### src/rtl/saph_fpu_client.sv
// Core-side FPU port initiator with a small reorder buffer.
// Requests are tagged by ROB slot; results retire to writeback in issue order.
module saph_fpu_client #(
  parameter  int depth  = 4,
  parameter  int data_w = 32,
  parameter  int op_w   = 4,
  parameter  int dst_w  = 5,
  localparam int tw     = $clog2(depth)
) (
  input  logic              clk,
  input  logic              rst,
  input  logic              cmd_valid,
  output logic              cmd_ready,
  input  logic [op_w-1:0]   cmd_op,
  input  logic [data_w-1:0] cmd_a,
  input  logic [data_w-1:0] cmd_b,
  input  logic [dst_w-1:0]  cmd_dst,
  output logic              fpi_req_valid,
  input  logic              fpi_req_ready,
  output logic [op_w-1:0]   fpi_req_op,
  output logic [data_w-1:0] fpi_req_a,
  output logic [data_w-1:0] fpi_req_b,
  output logic [tw-1:0]     fpi_req_tag,
  input  logic              fpi_resp_valid,
  input  logic [tw-1:0]     fpi_resp_tag,
  input  logic [data_w-1:0] fpi_resp_data,
  input  logic [4:0]        fpi_resp_exc,
  output logic              wb_valid,
  input  logic              wb_ready,
  output logic [dst_w-1:0]  wb_dst,
  output logic [data_w-1:0] wb_data,
  output logic [4:0]        wb_exc,
  output logic              busy,
  output logic              err_tag
);

  localparam logic [1:0] st_inv  = 2'd0;
  localparam logic [1:0] st_pend = 2'd1;
  localparam logic [1:0] st_done = 2'd2;

  localparam logic [tw:0]   cnt_max = (tw+1)'(depth);
  localparam logic [tw:0]   cnt_one = (tw+1)'(1);
  localparam logic [tw-1:0] ptr_one = tw'(1);

  logic [1:0]        st    [depth];
  logic [dst_w-1:0]  dst_q [depth];
  logic [data_w-1:0] data_q[depth];
  logic [4:0]        exc_q [depth];

  logic [tw-1:0] head;
  logic [tw-1:0] tail;
  logic [tw:0]   count;

  logic acc;
  logic ret;
  logic resp_ok;
  logic resp_bad;

  assign cmd_ready = (count < cnt_max) &&
                     (!fpi_req_valid || fpi_req_ready);
  assign acc       = cmd_valid && cmd_ready;

  assign wb_valid  = (st[head] == st_done);
  assign wb_dst    = dst_q[head];
  assign wb_data   = data_q[head];
  assign wb_exc    = exc_q[head];
  assign ret       = wb_valid && wb_ready;

  // The slot being allocated is still invalid this cycle, so a
  // response naming it falls into resp_bad without extra logic.
  assign resp_ok   = fpi_resp_valid && (st[fpi_resp_tag] == st_pend);
  assign resp_bad  = fpi_resp_valid && (st[fpi_resp_tag] != st_pend);

  assign busy      = (count != '0) || fpi_req_valid;

  always_ff @(posedge clk) begin
    if (rst) begin
      for (int i = 0; i < depth; i++) begin
        st[i] <= st_inv;
      end
      head          <= '0;
      tail          <= '0;
      count         <= '0;
      fpi_req_valid <= 1'b0;
      err_tag       <= 1'b0;
    end else begin
      if (acc) begin
        st[tail]    <= st_pend;
        dst_q[tail] <= cmd_dst;
        tail        <= tail + ptr_one;
      end

      if (resp_ok) begin
        st[fpi_resp_tag]     <= st_done;
        data_q[fpi_resp_tag] <= fpi_resp_data;
        exc_q[fpi_resp_tag]  <= fpi_resp_exc;
      end

      if (resp_bad) begin
        err_tag <= 1'b1;
      end

      if (ret) begin
        st[head] <= st_inv;
        head     <= head + ptr_one;
      end

      unique case (1'b1)
        acc && !ret: count <= count + cnt_one;
        ret && !acc: count <= count - cnt_one;
        default:     ;
      endcase

      if (acc) begin
        fpi_req_valid <= 1'b1;
        fpi_req_op    <= cmd_op;
        fpi_req_a     <= cmd_a;
        fpi_req_b     <= cmd_b;
        fpi_req_tag   <= tail;
      end else if (fpi_req_ready) begin
        fpi_req_valid <= 1'b0;
      end
    end
  end

endmodule

### config.mk
export PLATFORM = sky130hd
export DESIGN_NAME = saph_fpu_client
export DESIGN_NICKNAME = d
export VERILOG_FILES = /design/src/rtl/saph_fpu_client.sv
export SDC_FILE = /design/constraint.sdc
export NUM_CORES = 1
export LEC_CHECK = 0
export ABC_AREA = 1
export BUFFER_PORTS_ARGS = -buffer_cell sky130_fd_sc_hd__buf_4
export CAP_MARGIN = 20
export CORE_MARGIN = 5
export CORE_UTILIZATION = 25
export DETAILED_ROUTE_END_ITERATION = 7
export PLACE_DENSITY_LB_ADDON = 0.12
export SYNTH_ARGS = -nofsm -noshare
export SYNTH_HDL_FRONTEND = slang
export SYNTH_SLANG_ARGS = --single-unit
export TNS_END_PERCENT = 5
### constraint.sdc
create_clock -name clk -period 3.7 [get_ports clk]
set_clock_uncertainty 0.05 [all_clocks]
set_input_delay 0.185 -clock clk [delete_from_list [all_inputs] [get_ports clk]]
set_output_delay 0.185 -clock clk [all_outputs]
set_load 0.005 [all_outputs]
Yosys cells after proc, flatten, opt, wreduce, memory -nomap -nowiden
Memories as Yosys holds them, arrays and structs flattened. A register that Yosys moved wholly into a read port is not among the register bits.
Cells that the tools add are included.
- register bits after elaboration: 79
- bits in latches: 0
- bits in writable memories: 176
- memory bits (read-only): 0
- bits of input ports: 118
- output and inout port bits: 117
- word-level logic and storage cells: 72
- memories kept: 4
- memory list (name ; words ; bits a word ; rd ports ; clocked after Yosys merged registers in ; wr ports ; line ; source):
    data_q ; 4 ; 32 ; 1 ; 1 ; 1 ; 47 ; logic [data_w-1:0] data_q[depth];
    dst_q ; 4 ; 5 ; 1 ; 1 ; 1 ; 46 ; logic [dst_w-1:0] dst_q [depth];
    exc_q ; 4 ; 5 ; 1 ; 1 ; 1 ; 48 ; logic [4:0] exc_q [depth];
    st ; 4 ; 2 ; 2 ; 1 ; 4 ; 45 ; logic [1:0] st [depth];
- add/sub/neg operators: 4
- multiply operators: 0
- div/mod/pow operators: 0
- magnitude comparators: 1
- eq/ne operators: 3
- shifts and indexed selects: 0
- muxes and demuxes: 31
- bitwise operators: 1
- reduce and logical (&&, ||, !) cells: 19
- operators by type and width (cell ; count):
    2-bit two-way mux ; 14
    1-bit two-way mux ; 16
    1-bit logical AND ; 7
    3-bit case mux with 2 select lines ; 1
    2-bit OR reduction ; 3
    2-bit by 1-bit adder with 2-bit output (second input constant) ; 2
    2-bit nonzero test ; 2
    3-bit by 1-bit adder with 3-bit output (second input constant) ; 1
    1-bit logical NOT ; 3
    3-bit < comparator (second input constant) ; 1
    3-bit nonzero test ; 1
    3-bit by 1-bit subtractor with 3-bit output (second input constant) ; 1
    2-bit by 1-bit equality test with 1-bit output (second input constant) ; 1
    2-bit equality test (second input constant) ; 1
    1-bit logical OR ; 2
    2-bit by 1-bit != test with 1-bit output (second input constant) ; 1
    2-bit AND reduction ; 1
    1-bit NOT ; 1

Longest topological paths before layout
Gate-level depths: netlist of run 1.
- word-level depth: 9
- gate-level depth with buffers: 12

Worst setup path before layout of run 1
Ideal clock, no wire load.
- path type: register to register
- start: reg fpi_req_valid
- end: mem st[1][1]
- setup time: 0.109 ns
- arrival time: 2.633 ns
- data required time: 3.541 ns
- path slack: 0.909 ns
- stages on the path, launching flop included: 11
- buffers on the path: 0
- clock period less this slack: 2.791 ns
- path through: dfxtp_1 -> inv_1 -> nor2_1 -> nor3_4 -> nand2_2 -> inv_1 -> nand3_1 -> nand3_1 -> nand2_1 -> nand2_1 -> inv_1
- RTL lines (item ; line ; source):
    start: declaration ; 18 ; output logic fpi_req_valid,
    start signal: assignment ; 84 ; fpi_req_valid <= 1'b0;
    start signal: assignment ; 115 ; fpi_req_valid <= 1'b1;
    start signal: assignment ; 121 ; fpi_req_valid <= 1'b0;
    end: declaration ; 45 ;

==> results of run 1 <==
power groups by stage:
stage          Clock (W)  Sequential, W  Combinational (W)
6_report         0.00300        0.00328           0.000469
2_1_floorplan          0        0.00334           0.000103
3_5_place_dp           0        0.00334           0.000379
3_3_place_gp           0        0.00334           0.000381
5_1_grt          0.00324        0.00328           0.000521
4_1_cts          0.00310        0.00328           0.000480
worst register-to-register path, cell delays in order, from the launching register on:
cell     delay, ns
dfxtp_1       0.32
nand2_1       0.07
nand2_1       0.05
nor2_1        0.24
nand4_1       0.22
inv_2         0.45
buf_4         0.43
routing by layer:
metal	vias up	global-route usage	part of all wire
met3	38	0.0419	0.082
li1	3099	-	-
met1	2985	0.156	0.44
met4	0	0.0280	0.021
met5	-	0	0
met2	211	0.198	0.46
cell type report:
cell class                 count  area, um^2
multi-input combinational    321        1630
sequential                   257        7530
timing repair buffer         358        2990
clock inverter                25         267
antenna                        1        2.50
fill                        3624       23500
clock buffer                  31         754
inverter                      37         139
tap                          511         639
path summary, 6_finish.rpt:
check | cells past startpoint | start | slack, ns | endpoint
hold reg to reg | 2 | st[3][1] | 0.45 | st[3][1]
setup reg to reg | 6 | st[0][1] | 1.54 | data_q[3][9]
setup / recovery | 4 | register | 1.13 | wb_exc[3]
hold / removal | 6 | fpi_resp_tag[0] | 0.07 | st[0][1]
placed cells by master (no fill, tap or decap), types with 2 or more instances in the layout:
cell	n
clkbuf_16	30
o22ai_1	42
buf_4	241
o21ai_0	93
nand4_1	5
nand2_1	32
edfxtp_1	238
clkinv_2	7
inv_1	30
dfxtp_2	2
inv_2	7
a22oi_1	2
nand3_2	3
nor2_1	107
clkinv_1	7
bufinv_16	5
ha_1	8
clkinvlp_4	4
a21oi_1	7
nand3_1	11
dlygate4sd3_1	116
nand2_2	3
dfxtp_1	17
sequential cells by signal (all words and copies together), names as in the netlist, 2 cells and up, named ones only:
| name | flops |
|---|---|
| count | 3 |
| data_q | 128 |
| dst_q | 20 |
| exc_q | 20 |
| fpi_req_a | 32 |
| fpi_req_b | 32 |
| fpi_req_op | 4 |
| fpi_req_tag | 2 |
| head | 2 |
| st | 8 |
| tail | 2 |
metrics by stage:
step,area [um^2],utilization,hold WS (ns),power (W)
after global placement,11800,0.315,0.314,0.00372
after global routing,13900,0.373,0.0998,0.00704
after floorplan,9400,-,0.207,0.00344
final,13900,0.373,0.0729,0.00674
after detailed placement,11800,0.315,0.314,0.00372
after CTS,13900,0.373,0.0279,0.00686
synth_stat cells, drive strengths merged:
master	count
inv	37
edfxtp	238
a31oi	1
nor2	108
a21oi	7
a21boi	1
o21bai	1
buf	6
nand3	15
a22oi	2
nand2	35
o22ai	42
ha	8
nand4	5
clkbuf	21
o21ai	93
dfxtp	19
nor3	2
fa	1
cell families after synthesis:
group / after synthesis / synth area share
flip-flops: 257 / 0.800
AND/OR/NAND/NOR: 165 / 0.0752
AO/OA/AOI/OAI: 147 / 0.0850
buffers and inverters: 64 / 0.0266
adder cells (fa/ha/maj): 9 / 0.0128
repair_timing:
item                       4_1_cts  5_1_grt
setup endpoints to repair        0        0
hold endpoints to repair       250        0
hold buffers                   116        0
==> out/metrics.cfg, run 1 <==
[detailed_routing]
num_vias=6333
routedWlPerCell_um=16.8
drtPass1Iterations=4
drc_errors=0
vias_per_cell=4.11
drtIter0Drc=215
ant_nets=0
wirelength_mm=25.9

[clocking]
cts_resized=0
cts_tree=yes
cts_sinks=257
htreeDepth=1
cts_buffer_depth=3
clkTransAtPathRegs_ns=0.06
cts_root_buf=clkbuf_16
clk_latency_ns=0.55
cts_setup_buffers=0
cts_made_buffers=30

[worst_setup_path]
critical-path-top-delay-family=buffers and inverters
start_kind=register
path_buf_inv=2
cpMostUsedCell=buf_4
cp_max_fo=84
end_kind=output port
path_cells=buf_4, o21ai_0, o22ai_1, buf_4
slowest_delay_ns=0.65
critPathSlowestCell=buf_4
critPathArrivalTime_ns=2.33
required_ns=3.46
worstSetupPathType=reg -> out

[floorplan]
die_w_um=204
core_area_mm2=0.0374
die_area_mm2=0.0416
rows=71
ios=235
die_h_um=204
initial_core_util=0.251

[global_route]
grt_pass1_wl_mm=39.4
grt_pass1_vias=6621
antenna_found_initial=1
grt_overflow=0
grt_max_degree=85
grtUsageTotal=0.121

[power]
p_comb_frac=0.069
p_sw_frac=0.208
power_per_cell_area_mw_per_mm2=484
p_leak_nw=5.27
p_clk_frac=0.445
p_seq_frac=0.486
peakVddDrop_mv=0.323
power.switching_w=0.00140
p_int_w=0.00534

[min_path]
min_path_type=in -> reg

[logic_synthesis]
yosys.cell_types.count=26
ys_seq_area_frac=0.800
synth_top_cells_by_area=edfxtp_1, o21ai_0, nor2_1
synthCells=642
syn_nets=769
ys_ff_latch=257
yosys.area.top_type_share=0.760
syn_area_mm2=0.00940
ys_warn_count=0
syn_area_per_cell_um2=14.6
synth.largest_area_cell=edfxtp_1

[place]
portBuffers=234
dp_cells=1368
hpwl_mm=16.6
place_ws_ns=1.39
place_congestion=0.749

[sta]
worst_slew_pin_slew_ns=1.02
rsz0062_at_grt=false
fin_ws_ns=1.13
slew_viol_final=0
final_hold_viol_count=0
max_clock_freq_mhz=390
max_slew_margin=0.320
fin_crit_sh=0.693
min_period_ns=2.57
setup_viol=0
final.setup.tns_ns=0

[run_status]
outcome=completed

[cells_and_area]
final_layout_size_suffix_gt1_frac=0.299
instances_no_fill=1541
finalNetCount=1132
area_delta_synth_final_pct=48.3

[run]
maxCapViolCount=0

Note: power is estimated with default switching activity, not from simulation.
==> run 2: changes to the inputs <==
--- a/config.mk
+++ b/config.mk
@@ -5,7 +5,7 @@
 export SDC_FILE = /design/constraint.sdc
 export NUM_CORES = 1
 export LEC_CHECK = 0
-export ABC_AREA = 1
+export ABC_AREA = 0
 export BUFFER_PORTS_ARGS = -buffer_cell sky130_fd_sc_hd__buf_4
 export CAP_MARGIN = 20
 export CORE_MARGIN = 5
==> constraint.sdc (replaced) <==
create_clock -name clk -period 2.4 [get_ports clk]
set_clock_uncertainty 0.05 [all_clocks]
set_input_delay 0.12 -clock clk [delete_from_list [all_inputs] [get_ports clk]]
set_output_delay 0.12 -clock clk [all_outputs]
set_load 0.005 [all_outputs]
==> run 2 against run 1 <==
  * Clock-buffer cell count is 2 higher
  * Highest routed layer is now met5
  * Die area fell by 0.85%
  * Core utilization up 0.64 points
  * Critical path depth is 6 higher
  * Worst hold slack gained 0.082 ns
  * First-iteration DRC count is 15% higher
  * Critical path type is now reg -> reg
  * Non-clock buffer count increased by 9
  * Wire length down 7.8%
  * Synthesized cell count decreased by 34%
==> out/metrics.cfg, run 2 <==
[logic_synthesis]
synth_top_cells_by_area=edfxtp_1, mux4_2, dfxtp_1  ; was edfxtp_1, o21ai_0, nor2_1
async_flop_share=0  ; unchanged
synth.most_common_cell=edfxtp_1  ; unchanged
synth-edff-count=238  ; unchanged
syn_area_mm2=0.00932  ; was 0.00940 mm^2
syn_area_per_cell_um2=22.1  ; was 14.6 um^2
ys_warn_count=0  ; unchanged
synthCells=421  ; was 642
yosys.area.top_type_share=0.767  ; was 0.760
ys.flop_type=edfxtp_1  ; unchanged
yosys.cell_types.count=45  ; was 26
synth.largest_area_cell=edfxtp_1  ; unchanged
ys_ff_latch=257  ; unchanged
ys_seq_area_frac=0.808  ; was 0.800
synth_commonest_cells=edfxtp_1, mux4_2, dfxtp_1  ; was edfxtp_1, nor2_1, o21ai_0
syn_nets=548  ; was 769

[sta]
rsz0062_at_grt=false  ; unchanged
max_slew_margin=0.647  ; was 0.320
fin_ws_ns=0.111  ; was 1.13 ns
hold-worst-slack_ns=0.155  ; was 0.0729 ns
worst_slew_pin_slew_ns=0.529  ; was 1.02 ns
fin_crit_sh=0.954
final_hold_viol_count=0  ; unchanged
min_period_ns=2.29
setup_viol=0  ; unchanged
final.setup.tns_ns=0  ; unchanged
max_clock_freq_mhz=437
slew_viol_final=0  ; unchanged

[power]
peakVddDrop_mv=0.532  ; was 0.323 mV
power_per_cell_area_mw_per_mm2=708  ; was 484 mW/mm^2
p_leak_nw=4.93  ; was 5.27 nW
finalPower_w=0.00986  ; was 0.00674 W

[floorplan]
core_area_mm2=0.0367  ; was 0.0374 mm^2
die_area_mm2=0.0412  ; was 0.0416 mm^2
die_h_um=203  ; was 204 um
ios=235  ; unchanged
initial_core_util=0.254  ; was 0.251
rows=70  ; was 71
die_w_um=203  ; was 204 um

[global_route]
grt_busiest_layer=met2  ; unchanged
grtUsageTotal=0.113  ; was 0.121
antenna_found_initial=1  ; unchanged
met2_usage=0.194  ; was 0.198
grt_max_degree=71  ; was 85
met1_usage=0.133  ; was 0.156
grt_pass1_vias=6235  ; was 6621
grt_overflow=0  ; unchanged
grtUsageMet3=0.0484  ; was 0.0419
grt_pass1_wl_mm=36.6  ; was 39.4 mm

[cells_and_area]
final_cell_mix=buf_4, edfxtp_1, dlygate4sd3_1  ; unchanged
final_layout_size_suffix_gt1_frac=0.433  ; was 0.299
area_delta_synth_final_pct=49.4  ; was 48.3%
fin_util=0.379  ; was 0.373
diodes=0  ; was 1
reg_top3=data_q x128, fpi_req_a x32, fpi_req_b x32  ; unchanged
largest_reg_flops=128  ; unchanged
largest_register=data_q  ; unchanged
mostFrequentLayoutCell=buf_4  ; unchanged
finalNetCount=930  ; was 1132

[worst_setup_path]
reg2reg_to=count[1]  ; was data_q[3][9]
start_kind=register  ; unchanged
required_ns=2.77  ; was 3.46 ns
r2r_slack_ns=0.11  ; was 1.54 ns
cp_max_fo=3  ; was 84
reg2reg_depth=10  ; was 6
critPathArrivalTime_ns=2.65  ; was 2.33 ns
worstSetupPathType=reg -> reg  ; was reg -> out
end_kind=register  ; was output port
rr_startpoint=st[3][0]  ; was st[0][1]

[detailed_routing]
wirelength_mm=23.9  ; was 25.9 mm
drtIter0Drc=247  ; was 215
vias_per_cell=4.24  ; was 4.11
routedWlPerCell_um=18.4  ; was 16.8 um
num_vias=5485  ; was 6333
ant_nets=0  ; unchanged
drtPass1Iterations=4  ; unchanged
drc_errors=0  ; unchanged

[place]
hpwl_mm=15.1  ; was 16.6 mm
place_congestion=0.758  ; was 0.749
place_ws_ns=0.0813  ; was 1.39 ns
portBuffers=234  ; unchanged

[clocking]
clkTransAtPathRegs_ns=0.06  ; about the same
cts_root_buf=clkbuf_16  ; unchanged
cts_tree=yes  ; unchanged
clk_latency_ns=0.55  ; about the same
cts_made_buffers=29  ; was 30
cts_sinks=257  ; unchanged
htreeDepth=1  ; unchanged
cts_buffer_depth=3  ; unchanged

[min_path]
min_path_cells=4  ; was 6
hp-start=fpi_resp_tag[0]  ; unchanged
min_to=st[1][0]  ; was st[0][1]
min_path_type=in -> reg  ; unchanged

[run_status]
outcome=completed  ; unchanged

[run]
maxCapViolCount=0  ; unchanged

## run 2: cell families (layout without fill, tap and decap cells)
group,Yosys count,count (layout),share of synthesized area
multiplexers,43,43,0.104
flip-flops,257,257,0.808
XOR/XNOR,1,1,0.000940
AO/OA/AOI/OAI,38,38,0.0302
adder cells (fa/ha/maj),9,9,0.0129
buffers and inverters,26,430,0.0137
AND/OR/NAND/NOR,47,47,0.0307
## run 2: layer usage
metal	wire length, um	part of all wire	up-vias
met3	2260	0.095	27
met2	11700	0.49	212
li1	-	-	2505
met5	7	0.00029	-
met1	9510	0.40	2739
met4	388	0.016	2
## run 2: critical path, stage by stage (launching register included)
cell and delay [ns]:
dfxtp_1 0.32, nand2b_1 0.14, mux4_2 0.53, inv_4 0.08, nand2_2 0.07, nor2_2 0.10, fa_1 0.41, nand2b_1 0.11
a31oi_1 0.05, o211ai_1 0.18, o311ai_1 0.12
## run 2: cell type report
type,count,area (um^2)
Clock buffer,33,741
Clock inverter,20,158
Fill cell,3375,22800
Inverter,10,42.5
Multi-Input combinational cell,138,1730
Sequential cell,257,7530
Tap cell,468,586
Timing Repair Buffer,367,3130
## run 2: worst max-delay path by stage
stage / end / slack, ns / start
3_3_place_gp: count[1] / 0.14 / st[3][0]
6_report: count[1] / 0.11 / st[3][0]
3_5_place_dp: count[1] / 0.08 / st[3][0]
2_1_floorplan: data_q[2][0] / -0.33 / rst
4_1_cts: wb_data[30] / 0.03 / register
5_1_grt: count[1] / 0.004 / st[3][0]
## run 2: power by group
group	total (W)	switching [W]	internal, W
clock network	0.00418	0.00176	0.00242
logic	0.000638	0.000247	0.000390
registers	0.00504	0.0000471	0.00500
## run 2: metrics by stage
stage / cell area, um^2 / cells
after detailed placement: 11800 / 1122
after CTS: 13900 / 1293
after floorplan: 9370 / 421
final: 13900 / 1293
after global placement: 11800 / 1122
after global routing: 13900 / 1293
## run 2: timing repair
item,4_1_cts,5_1_grt
setup buffers,0,0
hold buffers,118,0
gates resized for setup,0,2
hold endpoints to repair,251,0
endpoints found under the setup margin,0,2
==> run 3: changes to the inputs <==
--- a/config.mk
+++ b/config.mk
@@ -12,6 +12,7 @@
 export CORE_UTILIZATION = 25
 export DETAILED_ROUTE_END_ITERATION = 7
 export PLACE_DENSITY_LB_ADDON = 0.12
+export REMOVE_ABC_BUFFERS = 1
 export SYNTH_ARGS = -nofsm -noshare
 export SYNTH_HDL_FRONTEND = slang
 export SYNTH_SLANG_ARGS = --single-unit
==> run 3 against run 2 <==
  * Clock-buffer cell count is 6 higher
  * Critical path depth unchanged
  * Combinational power hardly changed
  * Critical path type unchanged
  * Largest cell class unchanged
  * Highest routed layer is now met4
==> out/metrics.cfg, run 3 (synthesis gave the netlist of run 2 again) <==
[run_status]
outcome=completed  ; unchanged

[sta]
fin_crit_sh=0.952  ; was 0.954
setup_viol=0  ; unchanged
rsz0062_at_grt=true  ; was false
hold-worst-slack_ns=0.0380  ; was 0.155 ns
slew_viol_final=0  ; unchanged
final_hold_viol_count=0  ; unchanged
min_period_ns=2.28  ; was 2.29 ns
max_clock_freq_mhz=438  ; was 437 MHz
worst_slew_pin_slew_ns=0.541  ; was 0.529 ns
max_slew_margin=0.636  ; was 0.647

[global_route]
antenna_found_initial=0  ; was 1
grtUsageTotal=0.113  ; about the same
grt_pass1_vias=6260  ; was 6235
grt_pass1_wl_mm=36.5  ; was 36.6 mm
grt_overflow=0  ; unchanged
grt_max_degree=69  ; was 71

[floorplan]
rows=70  ; unchanged
initial_core_util=0.254  ; unchanged
die_area_mm2=0.0412  ; unchanged
die_h_um=203  ; unchanged
die_w_um=203  ; unchanged
core_area_mm2=0.0367  ; unchanged
ios=235  ; unchanged

[clocking]
cts_made_buffers=29  ; unchanged
htreeDepth=1  ; unchanged
cts_buffer_depth=3  ; unchanged
clkTransAtPathRegs_ns=0.06  ; about the same
cts_tree=yes  ; unchanged
cts_sinks=257  ; unchanged
cts_root_buf=clkbuf_16  ; unchanged
clk_latency_ns=0.55  ; about the same

[cells_and_area]
final_layout_size_suffix_gt1_frac=0.426  ; was 0.433
instances_no_fill=1289  ; was 1293
regArea_mm2=0.00753  ; about the same
fill_cells=3352  ; was 3375
final_cell_mix=buf_4, edfxtp_1, dlygate4sd3_1  ; unchanged
finalNetCount=925  ; was 930
multi_input_comb_area_mm2=0.00171  ; was 0.00173 mm^2
largest_register=data_q  ; unchanged
diodes=0  ; unchanged
area_delta_synth_final_pct=49.3  ; was 49.4%
reg_top3=data_q x128, fpi_req_a x32, fpi_req_b x32  ; unchanged
mostFrequentLayoutCell=buf_4  ; unchanged
largest_reg_flops=128  ; unchanged

[place]
place_congestion=0.759  ; was 0.758
dp_cells=1119  ; was 1122
hpwl_mm=15.1  ; about the same
portBuffers=234  ; unchanged

[worst_setup_path]
cp_max_fo=3  ; unchanged
startpoint=st[3][0]  ; unchanged
reg2reg_depth=10  ; unchanged
reg2reg_to=count[1]  ; unchanged
rr_startpoint=st[3][0]  ; unchanged
end_kind=register  ; unchanged
required_ns=2.77  ; about the same
worstSetupPathType=reg -> reg  ; unchanged
critPathArrivalTime_ns=2.65  ; about the same
r2r_slack_ns=0.12  ; was 0.11 ns
start_kind=register  ; unchanged

[power]
power_per_cell_area_mw_per_mm2=726  ; was 708 mW/mm^2
p_leak_nw=4.93  ; about the same
peakVddDrop_mv=0.577  ; was 0.532 mV

[min_path]
hp-start=cmd_valid  ; was fpi_resp_tag[0]
min_to=count[1]  ; was st[1][0]
min_path_type=in -> reg  ; unchanged
min_path_cells=4  ; unchanged

[detailed_routing]
num_vias=5511  ; was 5485
drtPass1Iterations=4  ; unchanged
routedWlPerCell_um=18.4  ; about the same
drtIter0Drc=257  ; was 247
vias_per_cell=4.28  ; was 4.24
wirelength_mm=23.7  ; was 23.9 mm
ant_nets=0  ; unchanged
drc_errors=0  ; unchanged

[run]
maxCapViolCount=0  ; unchanged

-- run 3: cell count changes in the layout (fill, tap and decap cells not counted), moves of 2 or more --
cell / delta
bufinv_16: +2
dlygate4sd3_1: -3
buf_4: -2
clkinv_1: -3
and2_1: +3
clkbuf_1: +4
and2_4: -3
clkinvlp_4: -2
clkbuf_8: +2
-- run 3: final cells by class --
type / instances / share of cell area
inverters: 10 / 0.00288
flip-flops and latches: 257 / 0.541
clock inverters: 15 / 0.0128
well taps: 468 / 0.0421
clock buffers: 39 / 0.0563
repair buffers: 362 / 0.222
multi-input cells: 138 / 0.123
-- run 3: worst max-delay path: stages, from the launching register on --
cell and delay [ns]:
dfxtp_2 0.32, nand2b_1 0.13, mux4_2 0.53, inv_4 0.09, nand2_4 0.05, nor2_2 0.09
fa_1 0.42, nand2b_1 0.11, a31oi_1 0.05, o211ai_1 0.18, o311ai_1 0.12
-- run 3: metrics by stage --
stage          setup WS, ns  cell area (um^2)  TNS [ns]  utilization  power, W
6_report              0.115             13900         0        0.379    0.0101
5_1_grt             -0.0296             13900   -0.0296        0.379    0.0105
4_1_cts              0.0240             13900         0        0.379    0.0103
3_5_place_dp         0.0692             11800         0        0.321   0.00562
3_3_place_gp          0.141             11800         0        0.321   0.00561
2_1_floorplan         -2.18              9230   -271.53            -   0.00525
-- run 3: timing repair --
action	in CTS	in global routing
hold buffers	115	0
endpoints found under the setup margin	0	4
gates resized for setup	0	4
setup buffers	0	1
hold endpoints to repair	255	0
-- run 3: layer usage --
layer | vias up | part of all wire | wire, um | track usage
li1 | 2499 | - | - | -
met1 | 2758 | 0.40 | 9460 | 0.136
met2 | 221 | 0.49 | 11600 | 0.191
met3 | 33 | 0.094 | 2230 | 0.0454
met4 | 0 | 0.019 | 443 | 0.0260
met5 | - | 0 | 0 | 0
-- run 3: worst max path at each step --
stage                        to  slack, ns  cells past startpoint
finish                 count[1]       0.12                     10
CTS                 wb_data[28]       0.02                      3
global placement       count[1]       0.14                     10
global route           count[1]      -0.03                     10
detailed placement     count[1]       0.07                     10
floorplan           dst_q[0][0]      -2.18                      4
-- run 3: power by group --
group / switching [W] / internal, W
clock network: 0.00171 / 0.00271
logic: 0.000250 / 0.000385
registers: 0.0000452 / 0.00500
total: 0.00201 / 0.00809
